### config.mk
export PLATFORM = sky130hd
export DESIGN_NAME = reaction_round_ctrl_flat
export DESIGN_NICKNAME = d
export VERILOG_FILES = /design/src/rtl/reaction_round_if.sv /design/src/rtl/reaction_round_ctrl.sv /design/src/flat_wrapper.sv
export SDC_FILE = /design/constraint.sdc
export NUM_CORES = 1
export LEC_CHECK = 0
export CAP_MARGIN = 20
export CORE_MARGIN = 1
export CORE_UTILIZATION = 58
export CTS_CLUSTER_DIAMETER = 60
export CTS_CLUSTER_SIZE = 8
export DETAILED_ROUTE_END_ITERATION = 8
export PLACE_DENSITY = 0.95
export RECOVER_POWER = 50
export SLEW_MARGIN = 5
export SYNTH_ARGS = -nofsm -noshare
export SYNTH_HDL_FRONTEND = slang
export SYNTH_SLANG_ARGS = --single-unit
### constraint.sdc
create_clock -name clk_10k -period 4.9 [get_ports clk_10k]
set_input_delay 1.47 -clock clk_10k [delete_from_list [all_inputs] [get_ports clk_10k]]
set_output_delay 1.47 -clock clk_10k [all_outputs]
set_load 0.03 [all_outputs]
### src/rtl/reaction_round_if.sv
// Board/timer-side signal bundle for the reaction-round sequencer.
interface reaction_round_if;
    logic        BTNU;
    logic        BTND;
    logic [15:0] timer_bcd;
    logic        cnt_en;
    logic        cnt_clr;
    logic        led_go;
    logic [15:0] result_bcd;
    logic [15:0] best_bcd;
    logic [3:0]  round_idx;
    logic [2:0]  flag;

    modport master (
        output BTNU, BTND, timer_bcd,
        input  cnt_en, cnt_clr, led_go, result_bcd, best_bcd, round_idx, flag
    );

    modport slave (
        input  BTNU, BTND, timer_bcd,
        output cnt_en, cnt_clr, led_go, result_bcd, best_bcd, round_idx, flag
    );
endinterface

### src/rtl/reaction_round_ctrl.sv
// Multi-round reaction-tester sequencer: random hold-off, go cue, timer gating, best-time tracking.
// Optional button filter enabled by defining BTN_DEBOUNCE_EN.
module reaction_round_ctrl #(
    parameter int          ROUNDS      = 3,
    parameter int          MIN_DELAY   = 10000,
    parameter logic [15:0] RAND_MASK   = 16'h3FFF,
    parameter int          DLY_W       = 15,
    parameter int          DBNC_CYCLES = 100
) (
    input logic             clk_10k,
    input logic             reset,
    reaction_round_if.slave bus
);
    localparam logic [2:0] StIdle    = 3'd0;
    localparam logic [2:0] StWait    = 3'd1;
    localparam logic [2:0] StArmed   = 3'd2;
    localparam logic [2:0] StDone    = 3'd3;
    localparam logic [2:0] StFoul    = 3'd4;
    localparam logic [2:0] StTimeout = 3'd5;
    localparam logic [2:0] StEnd     = 3'd6;

    localparam logic [15:0] Bcd9999 = 16'h9999;

    if (ROUNDS < 1 || ROUNDS > 15) begin : g_bad_rounds
        $error("ROUNDS must be 1..15");
    end
    if (DBNC_CYCLES < 1) begin : g_bad_dbnc
        $error("DBNC_CYCLES must be at least 1");
    end
    if (MIN_DELAY + int'(RAND_MASK) >= (1 << DLY_W)) begin : g_bad_dly
        $error("DLY_W too narrow for MIN_DELAY + RAND_MASK");
    end

    logic [1:0] btnu_sync_q, btnd_sync_q;
    logic       start_lvl, react_lvl;
    logic       start_prev_q, react_prev_q;
    logic       start_press, react_press;

    always_ff @(posedge clk_10k) begin
        if (reset) begin
            btnu_sync_q <= 2'b00;
            btnd_sync_q <= 2'b00;
        end else begin
            btnu_sync_q <= {btnu_sync_q[0], bus.BTNU};
            btnd_sync_q <= {btnd_sync_q[0], bus.BTND};
        end
    end

`ifdef BTN_DEBOUNCE_EN
    localparam int CW = $clog2(DBNC_CYCLES + 1);

    logic [CW-1:0] u_cnt_q, d_cnt_q;
    logic          u_filt_q, d_filt_q;

    // Filtered level flips only after the synchronized level differs for DBNC_CYCLES cycles.
    always_ff @(posedge clk_10k) begin
        if (reset) begin
            u_cnt_q  <= '0;
            d_cnt_q  <= '0;
            u_filt_q <= 1'b0;
            d_filt_q <= 1'b0;
        end else begin
            if (btnu_sync_q[1] == u_filt_q) begin
                u_cnt_q <= '0;
            end else if (u_cnt_q == CW'(DBNC_CYCLES - 1)) begin
                u_filt_q <= btnu_sync_q[1];
                u_cnt_q  <= '0;
            end else begin
                u_cnt_q <= u_cnt_q + CW'(1);
            end
            if (btnd_sync_q[1] == d_filt_q) begin
                d_cnt_q <= '0;
            end else if (d_cnt_q == CW'(DBNC_CYCLES - 1)) begin
                d_filt_q <= btnd_sync_q[1];
                d_cnt_q  <= '0;
            end else begin
                d_cnt_q <= d_cnt_q + CW'(1);
            end
        end
    end

    assign start_lvl = u_filt_q;
    assign react_lvl = d_filt_q;
`else
    assign start_lvl = btnu_sync_q[1];
    assign react_lvl = btnd_sync_q[1];
`endif

    assign start_press = start_lvl & ~start_prev_q;
    assign react_press = react_lvl & ~react_prev_q;

    logic [2:0]       state_q, state_d;
    logic [15:0]      lfsr_q;
    logic             lfsr_fb;
    logic [DLY_W-1:0] dly_q, dly_d, dly_load;
    logic [15:0]      result_q, result_d;
    logic [15:0]      best_q, best_d;
    logic [3:0]       round_q, round_d, round_inc;
    logic             clr_q, clr_d;
    logic             last_round;

    assign lfsr_fb    = lfsr_q[15] ^ lfsr_q[13] ^ lfsr_q[12] ^ lfsr_q[10];
    assign dly_load   = DLY_W'(MIN_DELAY) + DLY_W'(lfsr_q & RAND_MASK);
    assign round_inc  = round_q + 4'd1;
    assign last_round = (round_inc == 4'(ROUNDS));

    always_comb begin
        state_d  = state_q;
        dly_d    = dly_q;
        result_d = result_q;
        best_d   = best_q;
        round_d  = round_q;
        clr_d    = 1'b0;
        case (state_q)
            StIdle, StDone, StFoul, StTimeout, StEnd: begin
                if (start_press) begin
                    state_d = StWait;
                    clr_d   = 1'b1;
                    dly_d   = dly_load;
                    if (state_q == StEnd) begin
                        round_d = 4'd0;
                        best_d  = Bcd9999;
                    end
                end
            end
            StWait: begin
                // React wins over an expiring hold-off in the same cycle.
                if (react_press) begin
                    result_d = Bcd9999;
                    round_d  = round_inc;
                    state_d  = last_round ? StEnd : StFoul;
                end else if (dly_q == '0) begin
                    state_d = StArmed;
                end else begin
                    dly_d = dly_q - DLY_W'(1);
                end
            end
            StArmed: begin
                if (react_press) begin
                    result_d = bus.timer_bcd;
                    if (bus.timer_bcd < best_q) best_d = bus.timer_bcd;
                    round_d  = round_inc;
                    state_d  = last_round ? StEnd : StDone;
                end else if (bus.timer_bcd == Bcd9999) begin
                    result_d = Bcd9999;
                    round_d  = round_inc;
                    state_d  = last_round ? StEnd : StTimeout;
                end
            end
            default: state_d = StIdle;
        endcase
    end

    always_ff @(posedge clk_10k) begin
        if (reset) begin
            state_q      <= StIdle;
            lfsr_q       <= 16'hACE1;
            dly_q        <= '0;
            result_q     <= 16'h0000;
            best_q       <= Bcd9999;
            round_q      <= 4'd0;
            clr_q        <= 1'b0;
            start_prev_q <= 1'b0;
            react_prev_q <= 1'b0;
        end else begin
            state_q      <= state_d;
            lfsr_q       <= {lfsr_q[14:0], lfsr_fb};
            dly_q        <= dly_d;
            result_q     <= result_d;
            best_q       <= best_d;
            round_q      <= round_d;
            clr_q        <= clr_d;
            start_prev_q <= start_lvl;
            react_prev_q <= react_lvl;
        end
    end

    assign bus.cnt_en     = (state_q == StArmed);
    assign bus.led_go     = (state_q == StArmed);
    assign bus.cnt_clr    = clr_q;
    assign bus.result_bcd = result_q;
    assign bus.best_bcd   = best_q;
    assign bus.round_idx  = round_q;
    assign bus.flag       = state_q;
endmodule

### src/flat_wrapper.sv
// flat-port wrapper written by rule: the top's interface ports become plain ports
module reaction_round_ctrl_flat 
#(
    parameter int          ROUNDS      = 3,
    parameter int          MIN_DELAY   = 10000,
    parameter logic [15:0] RAND_MASK   = 16'h3FFF,
    parameter int          DLY_W       = 15,
    parameter int          DBNC_CYCLES = 100
)
  (clk_10k, reset, bus_BTNU, bus_BTND, bus_timer_bcd, bus_cnt_en, bus_cnt_clr, bus_led_go, bus_result_bcd, bus_best_bcd, bus_round_idx, bus_flag);
  reaction_round_if bus_i ();
  input logic clk_10k;
  input logic reset;
  input wire logic [$bits(bus_i.BTNU)-1:0] bus_BTNU;
  input wire logic [$bits(bus_i.BTND)-1:0] bus_BTND;
  input wire logic [$bits(bus_i.timer_bcd)-1:0] bus_timer_bcd;
  output wire logic [$bits(bus_i.cnt_en)-1:0] bus_cnt_en;
  output wire logic [$bits(bus_i.cnt_clr)-1:0] bus_cnt_clr;
  output wire logic [$bits(bus_i.led_go)-1:0] bus_led_go;
  output wire logic [$bits(bus_i.result_bcd)-1:0] bus_result_bcd;
  output wire logic [$bits(bus_i.best_bcd)-1:0] bus_best_bcd;
  output wire logic [$bits(bus_i.round_idx)-1:0] bus_round_idx;
  output wire logic [$bits(bus_i.flag)-1:0] bus_flag;
  assign bus_i.BTNU = bus_BTNU;
  assign bus_i.BTND = bus_BTND;
  assign bus_i.timer_bcd = bus_timer_bcd;
  assign bus_cnt_en = bus_i.cnt_en;
  assign bus_cnt_clr = bus_i.cnt_clr;
  assign bus_led_go = bus_i.led_go;
  assign bus_result_bcd = bus_i.result_bcd;
  assign bus_best_bcd = bus_i.best_bcd;
  assign bus_round_idx = bus_i.round_idx;
  assign bus_flag = bus_i.flag;
  reaction_round_ctrl #(.ROUNDS(ROUNDS), .MIN_DELAY(MIN_DELAY), .RAND_MASK(RAND_MASK), .DLY_W(DLY_W), .DBNC_CYCLES(DBNC_CYCLES)) u_core (.clk_10k(clk_10k), .reset(reset), .bus(bus_i));
endmodule
# [After elaboration in Yosys (flattened, before gate mapping)]
# Index checks and enable logic that the tools add are counted.
[totals] ff_bits=77 in_bits=20 out_inout_bits=42
[op_classes] add_sub_neg=3 n_lt_le_gt_ge=1 eq_ne=17 mux=29 bitwise_logic=8 reduce_logical=13
[ops] operator="16-bit 2-to-1 mux" n=7
[ops] operator="16-bit case mux with 2 select lines" n=2
[ops] operator="15-bit 2-to-1 mux" n=3
[ops] operator="15-bit case mux with 2 select lines" n=1
[ops] operator="4-bit 2-to-1 mux" n=5
[ops] operator="3-bit 2-to-1 mux" n=6
[ops] operator="16-bit == test (second input constant)" n=1
[ops] operator="16-bit < comparator" n=1
[ops] operator="14-bit by 14-bit adder with 15-bit output (first input constant)" n=1
[ops] operator="15-bit logical NOT" n=1
[ops] operator="15-bit by 1-bit subtractor with 15-bit output (second input constant)" n=1
[ops] operator="4-bit case mux with 3 select lines" n=1
[ops] operator="2-bit by 1-bit inequality test with 1-bit output (second input constant)" n=5
[ops] operator="5-bit AND reduction" n=2
[ops] operator="3-bit == test (second input constant)" n=3
[ops] operator="3-bit case mux with 3 select lines" n=1
[ops] operator="3-bit by 2-bit == test with 1-bit output (second input constant)" n=2
[ops] operator="3-bit by 1-bit inequality test with 1-bit output (second input constant)" n=2
[ops] operator="3-bit AND reduction" n=2
[ops] operator="2-bit nonzero test" n=3
[ops] operator="5-bit OR reduction" n=1
[ops] operator="4-bit by 1-bit adder with 4-bit output (second input constant)" n=1
[ops] operator="4-bit by 2-bit == test with 1-bit output (second input constant)" n=1
[ops] operator="2-bit 2-to-1 mux" n=2
[ops] operator="10 further kinds" n=16

# [Logic depth before layout (Yosys ltp)]
# Gate-level depths: netlist of run 1.
[logic_depth] ltp_word=6 mapped_depth=9 depth_no_buf=8

# [Worst setup path after synthesis of run 1]
# Ideal clock, no wire load.
[synth_path] path_kind="input to register" from="input bus_timer_bcd[5]" to="register u_core.best_q[10] (netlist: u_core.bus.best_bcd[10])" arrival_time_ns=3.280 path_slack_ns=1.548 path_stages=8 path_buffers=1 cell_sequence="ha_1 > a21oi_1 > nor2_2 > a211oi_4 > o21ai_2 > a2111oi_4 > buf_8 > mux2i_1"
[synth_between] elab_chain_cells=3
[synth_lines] item="start: declaration" line="flat_wrapper.sv:16" rtl="input wire logic [$bits(bus_i.timer_bcd)-1:0] bus_timer_bcd;"
[synth_lines] item="16-bit < comparator" line="reaction_round_ctrl.sv:141" rtl="if (bus.timer_bcd < best_q) best_d = bus.timer_bcd;"
[synth_lines] item="2-bit by 1-bit inequality test with 1-bit output (no line)"
[synth_lines] item="5-bit AND reduction (no line)"
[synth_lines] item="end signal: assignment" line="reaction_round_ctrl.sv:170" rtl="best_q <= best_d;"
[synth_lines] item="end: declaration" line="reaction_round_ctrl.sv:97" rtl="logic [15:0] best_q, best_d;"
# No other way between the ends.
# A chain may end at the register's enable or synchronous reset.

# [Worst setup path in the final report of run 1]
[layout_path] from="input bus_timer_bcd[0]" to="register u_core.round_q[3] (netlist: u_core.bus.round_idx[3])"
[layout_between] elab_chain_cells=3
[layout_lines] item="16-bit == test" line="reaction_round_ctrl.sv:144" rtl="end else if (bus.timer_bcd == Bcd9999) begin"
[layout_lines] item="3-bit by 1-bit inequality test with 1-bit output (no line)"
[layout_lines] item="5-bit AND reduction (no line)"
[layout_lines] item="end signal: assignment" line="reaction_round_ctrl.sv:171" rtl="round_q <= round_d;"
[layout_lines] item="end: declaration" line="reaction_round_ctrl.sv:98" rtl="logic [3:0] round_q, round_d, round_inc;"
# No other way between the ends.

==> run metrics, run 1 <==
die width 83.1 µm; FF-to-FF Start u_core.bus.flag[2]$_SDFFE_PP0P_; post-DP HPWL roughly 7.0 mm; element type at the critical path end register; Total Routing Usage GR ~30%; skew final 0.0121 ns; Worst Tran Pin Value roughly 1.6 ns; Post-synth EDFFs 0; design area 0.00470 mm²; postcts setup bufs 0; Die H ~83 µm; Register Area between 0.0015 and 0.002 mm²; crit path DAT approximately 4 ns; Hold Crit Class reg2reg; Worst EP required slightly above 5 ns; post-route ant nets 0; RSZ-0062 raised after global routing no; Crit Reg-Reg Endpoint u_core.dly_q[10]$_SDFFE_PP0P_; #FFs+latches synth slightly below 80; Via density a little over 6; Fin Setup TNS 0 ns; Mapped Avg Cell Area between 8 and 9 µm²; total CTS buffers 9; Leak 1.82 nW; synthesized cell area roughly 0.0038 mm²; Port Buffers 61; Final Util ~74%; Starting Density 60.0%; DP Area ~0.0045 mm²; CTS root buf clkbuf_8; via count around 3700; Row Count 29; clk buf depth 2; outcome finished with violations; Syn Inst Count 453; maximum VDD drop ~0.34 mV; RePlAce Congestion 0.924; CORE AREA roughly 0.0063 mm²; drt wl/cell between 15 and 20 µm; drt pass-1 iters 5; cts hold-fix bufs 0; Max Cap Viol 1; I/O Pins slightly above 60; Final Max Slew Viols 39; gr ovfl total 0; clock sink count 77; Worst R2R Setup Slack 1.94 ns; crit path launch type input port; ys async rst share 0%; post-synthesis cell type count 62; fillcell total about 420; failing checks capacitance limit, slew limit; Nets 550; number of remaining DRC errors 0; DRT iter0 DRCs approximately 320; synth warn 0; FF-to-FF path depth 8; n_diodes 0; Reg clk slew, reported paths about 0.080 ns; Hold Path Depth 1; headroom to the max-slew limit -3.80%; Fmax between 200 and 300 MHz; largest net degree at the start of global routing 39; final total power between 0.0015 and 0.002 W; Final Cycle Share 75.5%; htree depth 3; Pwr per Cell Area 422 mW/mm²; crit path max fanout 9; Crit Path Class in2reg; die area a little under 0.007 mm²; worst hold endpoint u_core.lfsr_q[15]$_SDFF_PP1_; CTS resizes 0; hold_sp u_core.lfsr_q[14]$_SDFF_PP0_; final setup fails 0; initial antenna violation count 0; post-synthesis net count 492; vias in the first global route ~3500; Top FF cell, synth dfxtp_1; first-pass GRT wire length between 15 and 20 mm; Multi-input gate area 0.00210 mm²; clock latency on the worst-skew pair 0.36 ns; Final Hold Vio Count 0; final WL between 10 and 15 mm; share of cells above drive strength 1 under 10%; Area Growth Syn to Fin 23.4%; hold slack approximately 0.45 ns; clock tree from TritonCTS yes; register area share after synthesis 40.5%; Final min period roughly 3.7 ns
[metal layers]
metal / track usage [%] / wire [µm] / vias to the layer above
li1: - / - / 1687
met3: 4.97 / 750 / 38
met1: 34.4 / 3950 / 1708
met5: 0 / 0 / -
met2: 51.8 / 4950 / 227
met4: 16.8 / 379 / 0
[placed cells by master, fill, tap and decap left out, types with 5 or more instances in the layout]
cell type	Yosys	routed
o21ai_0	17	19
dlygate4sd3_1	0	22
xor2_1	5	5
a22oi_1	12	12
clkbuf_8	0	10
nor3_1	12	12
inv_1	20	20
mux2i_1	18	18
nand4_1	5	5
nor2b_1	17	18
nand2b_1	7	7
dfxtp_1	77	77
a21oi_1	26	26
clkdlybuf4s50_1	0	38
or2_2	8	8
nand3_1	8	8
xnor2_1	5	5
nor2_1	71	71
ha_1	19	19
nand2_1	41	41
[Yosys cell counts, types with 4 or more instances]
master | count | area, µm²
a211oi_1 | 4 | 30.0
a21oi_1 | 26 | 130
a22oi_1 | 12 | 90.1
clkbuf_1 | 13 | 48.8
dfxtp_1 | 77 | 1540
ha_1 | 19 | 238
inv_1 | 20 | 75.1
mux2i_1 | 18 | 180
nand2_1 | 41 | 154
nand2b_1 | 7 | 43.8
nand3_1 | 8 | 40.0
nand4_1 | 5 | 31.3
nor2_1 | 71 | 267
nor2b_1 | 17 | 106
nor3_1 | 12 | 60.1
nor4_1 | 4 | 25.0
o211ai_1 | 4 | 30.0
o21ai_0 | 17 | 85.1
o21ai_1 | 6 | 30.0
or2_2 | 8 | 50.1
xnor2_1 | 5 | 43.8
xor2_1 | 5 | 43.8
[sequential cells by signal (all words and copies together) (netlist names)]
| signal | count |
|---|---|
| u_core.lfsr_q | 16 |
| u_core.bus.flag | 3 |
| u_core.dly_q | 15 |
| u_core.bus.result_bcd | 16 |
| u_core.btnd_sync_q | 2 |
| u_core.bus.best_bcd | 16 |
| u_core.start_prev_q | 1 |
| u_core.bus.cnt_clr | 1 |
| u_core.react_prev_q | 1 |
| u_core.btnu_sync_q | 2 |
| u_core.bus.round_idx | 4 |
[power breakdown]
part	internal [W]	total (W)	leakage, nW	switching (W)
logic	0.000228	0.000635	1.07	0.000407
registers	0.000694	0.000759	0.629	0.0000645
clock network	0.000354	0.000591	0.124	0.000237
[layout make-up]
type                            instances  area share (%)
Tap cell                               77            2.05
Clock buffer                           11            3.01
Inverter                               21            1.70
Clock inverter                          5            2.29
Timing Repair Buffer                   65            13.4
Multi-Input combinational cell        337            44.7
Sequential cell                        77            32.8
[through the flow]
| step | std cells | setup slack (ns) |
|---|---|---|
| final | 593 | 1.20 |
| after global routing | 593 | 0.989 |
| after CTS | 593 | 1.31 |
| after detailed placement | 577 | 1.04 |
| after global placement | 577 | 1.18 |
| after floorplan | 453 | 1.55 |
[worst max-delay path by stage]
stage                      from                                    to  slack (ns)  cells past startpoint
2_1_floorplan  bus_timer_bcd[5]  u_core.bus.best_bcd[10]$_SDFFE_PP0P_        1.55                      8
3_3_place_gp   bus_timer_bcd[8]  u_core.bus.round_idx[3]$_SDFFE_PP0P_        1.18                      7
3_5_place_dp   bus_timer_bcd[7]   u_core.bus.best_bcd[9]$_SDFFE_PP0P_        1.04                      9
4_1_cts        bus_timer_bcd[0]  u_core.bus.round_idx[3]$_SDFFE_PP0P_        1.31                      7
5_1_grt                   reset         u_core.dly_q[13]$_SDFFE_PP0P_        0.99                      4
6_report       bus_timer_bcd[0]  u_core.bus.round_idx[3]$_SDFFE_PP0P_        1.20                      7
[logic make-up (layout without fill, tap and decap cells)]
group	Yosys count	after routing	synth area share [%]
AO/OA/AOI/OAI	94	94	16.8
XOR/XNOR	10	10	2.30
adder cells (fa/ha/maj)	19	19	6.24
buffers and inverters	39	102	4.40
flip-flops	77	77	40.5
multiplexers	18	18	4.73
AND/OR/NAND/NOR	196	196	25.0
[critical path, stage by stage]
cell and delay (ns):
clkdlybuf4s50_1 0.52, nor4bb_1 0.35, nand4_1 0.18, o211ai_1 0.41, nand3_1 0.42, or3_1 0.44
a21oi_1 0.17
No activity file was read; power rests on OpenSTA's default activity.
==> run 2: changes to the inputs <==
Settings changed: CORE_UTILIZATION 58 to 48, PLACE_DENSITY 0.95 to 0.88.
Clock period 4.9 ns to 3.4 ns, I/O delays scaled along.
==> run 2 against run 1 <==
The run still ends with capacitance limit, slew limit left; via count fell by 6.7%; non-clock buffer count rose by 6; critical path depth rose by 1; cell count rose by 5.2%; first-iteration DRC count fell by 39%; design area rose by 1.1%; combinational power rose by 41%; global-route usage fell by 7.2 points; clock power rose by 31%; sequential share of layout area fell by 0.36 points; hold slack got worse by 0.024 ns.
==> run metrics, run 2 (synthesis gave the netlist of run 1 again) <==
post-route ant nets 0 (unchanged); clk buf depth 2 (unchanged); hold slack 0.424 ns (-0.0239 ns); Place WS 0.0954 ns (-0.948 ns); RSZ-0062 raised after global routing no; CTS root buf clkbuf_8; Reg clk slew, reported paths 0.08 ns (about the same); die area 0.00830 mm² (+20%); Pwr per Cell Area 581 mW/mm² (+38%); maximum VDD drop 0.301 mV (-12%); switch share 36.3% (+0.59 points); most common library cell in the layout ignoring fill and taps dfxtp_1; share of cells above drive strength 1 9.58% (+1.6 points); vias in the first global route 3226 (-8.9%); Row Count 32 (+10%); Cell Int Power 0.00176 W (+38%); final total power 0.00276 W (+39%); crit path max fanout 8 (-1); CORE AREA 0.00769 mm² (+21%); Hold Crit Class reg2reg; Critical Path Slowest Stage Cell clkdlybuf4s50_1; gr ovfl total 0 (unchanged); number of remaining DRC errors 0 (unchanged); design area 0.00475 mm² (+1.1%); Starting Density 49.6% (-10 points); clock tree from TritonCTS yes; Nets 556 (+1.1%); most frequent cells in the layout 77 x dfxtp_1, 71 x nor2_1, 41 x nand2_1; Crit Path Class in2reg; I/O Pins 62 (unchanged); cts hold-fix bufs 0 (unchanged); max incr delay on CP 0.61 ns (+0.09 ns); final setup fails 0 (unchanged); post-DP HPWL 6.60 mm (-5.4%); die width 91.1 µm (+9.7%); sequence of cells on the critical path clkdlybuf4s50_1 > ha_1 > a211o_1 > a21oi_2 > o21ai_2 > a2111oi_4 > buf_4 > mux2i_1; Fin Setup TNS 0 ns (unchanged); Die H 91.1 µm (+9.7%); Area Growth Syn to Fin 24.8%; Final Cycle Share roughly nine tenths; CP top delay family compound AO/OA/AOI/OAI gates; largest net degree at the start of global routing 41 (+5.1%); Sw Pwr 0.00100 W (+41%); RePlAce Congestion 0.899 (-2.7%); Worst Tran Pin Value 1.54 ns (-0.0138 ns); Worst EP required 3.67 ns (-1.50 ns); first-pass GRT wire length 15.0 mm (-8.8%); drt pass-1 iters 4 (-1); Clock Power Share 28.1% (-1.7 points); failing checks capacitance limit, slew limit; Max Cap Viol 1 (unchanged); clock sink count 77 (unchanged); via count 3413 (-6.7%); n_diodes 0 (unchanged); Reg power frac 39.4% (+1.2 points); Fmax 329 MHz; headroom to the max-slew limit -2.88% (+0.92 points); Final Max Slew Viols 41 (+5.1%); crit path buf inv count 2 (+1); final WL 9.18 mm (-8.5%); Total Routing Usage GR 22.5% (-7.2 points); outcome finished with violations; crit path launch type input port; fillcell total 638 (+52%); htree depth 3 (unchanged); postcts setup bufs 0 (unchanged); drt wl/cell 14.7 µm (-13%); Final Hold Vio Count 0 (unchanged); initial antenna violation count 0 (unchanged); Leak 1.87 nW (+2.5%); DRT iter0 DRCs 193 (-39%); crit path DAT 3.31 ns (-0.66 ns); element type at the critical path end register; total CTS buffers 9 (unchanged); Final min period roughly 3 ns; CTS resizes 0 (unchanged); Comb pwr share 32.5% (+0.5 points); Port Buffers 61 (unchanged); final setup margin 0.363 ns (-0.838 ns); Via density 5.47 (-11%); skew final 0.00830 ns (-0.00376 ns); DP Area 0.00454 mm² (+1.7%); clock latency on the worst-skew pair 0.36 ns (about the same)
==> run 2: cell types whose count changed in the layout (fill, tap and decap cells not counted), sizes merged, moves of 2 or more <==
cell           before  now
dlygate4sd3        22   27
buf                 3    9
clkbuf             13   11
clkdlybuf4s50      38   33
inv                20   23
==> run 2: path summary, 6_finish.rpt <==
kind / start / depth (start not counted) / end / slack, ns
hold / removal: u_core.lfsr_q[14]$_SDFF_PP0_ / 1 / u_core.lfsr_q[15]$_SDFF_PP1_ / 0.42
setup reg to reg: u_core.bus.flag[2]$_SDFFE_PP0P_ / 5 / u_core.bus.flag[0]$_SDFFE_PP0P_ / 0.84
hold reg to reg: u_core.lfsr_q[14]$_SDFF_PP0_ / 1 / u_core.lfsr_q[15]$_SDFF_PP1_ / 0.42
setup / recovery: bus_timer_bcd[1] / 8 / u_core.bus.best_bcd[13]$_SDFFE_PP0P_ / 0.36
==> run 2: power groups by stage <==
| stage | combinational (W) | sequential (W) | clock (W) |
|---|---|---|---|
| finish | 0.000898 | 0.00109 | 0.000775 |
| floorplan | 0.000568 | 0.00117 | 0 |
| global placement | 0.000871 | 0.00110 | 0 |
| CTS | 0.000900 | 0.00109 | 0.000788 |
| detailed placement | 0.000895 | 0.00111 | 0 |
| global route | 0.000979 | 0.00110 | 0.000830 |
==> run 2: layout make-up <==
class	count	area [µm²]	area share (%)
clock buffers	9	124	2.61
clock inverters	7	96.3	2.03
inverters	21	81.3	1.71
multi-input cells	337	2110	44.3
flip-flops and latches	77	1540	32.4
well taps	102	128	2.68
repair buffers	71	677	14.2
==> run 2: stage by stage <==
stage,util [%],std cells
global route,61.8,624
finish,61.8,624
floorplan,-,453
CTS,61.9,624
global placement,59.0,608
detailed placement,59.0,608
==> run 2: routing by layer <==
metal / routed length (µm) / part of all wire (%) / GRT usage (%)
met4: 271 / 3.0 / 11.6
met2: 4460 / 49 / 36.9
met5: 0 / 0 / 0
met1: 3990 / 44 / 28.0
met3: 452 / 4.9 / 4.27
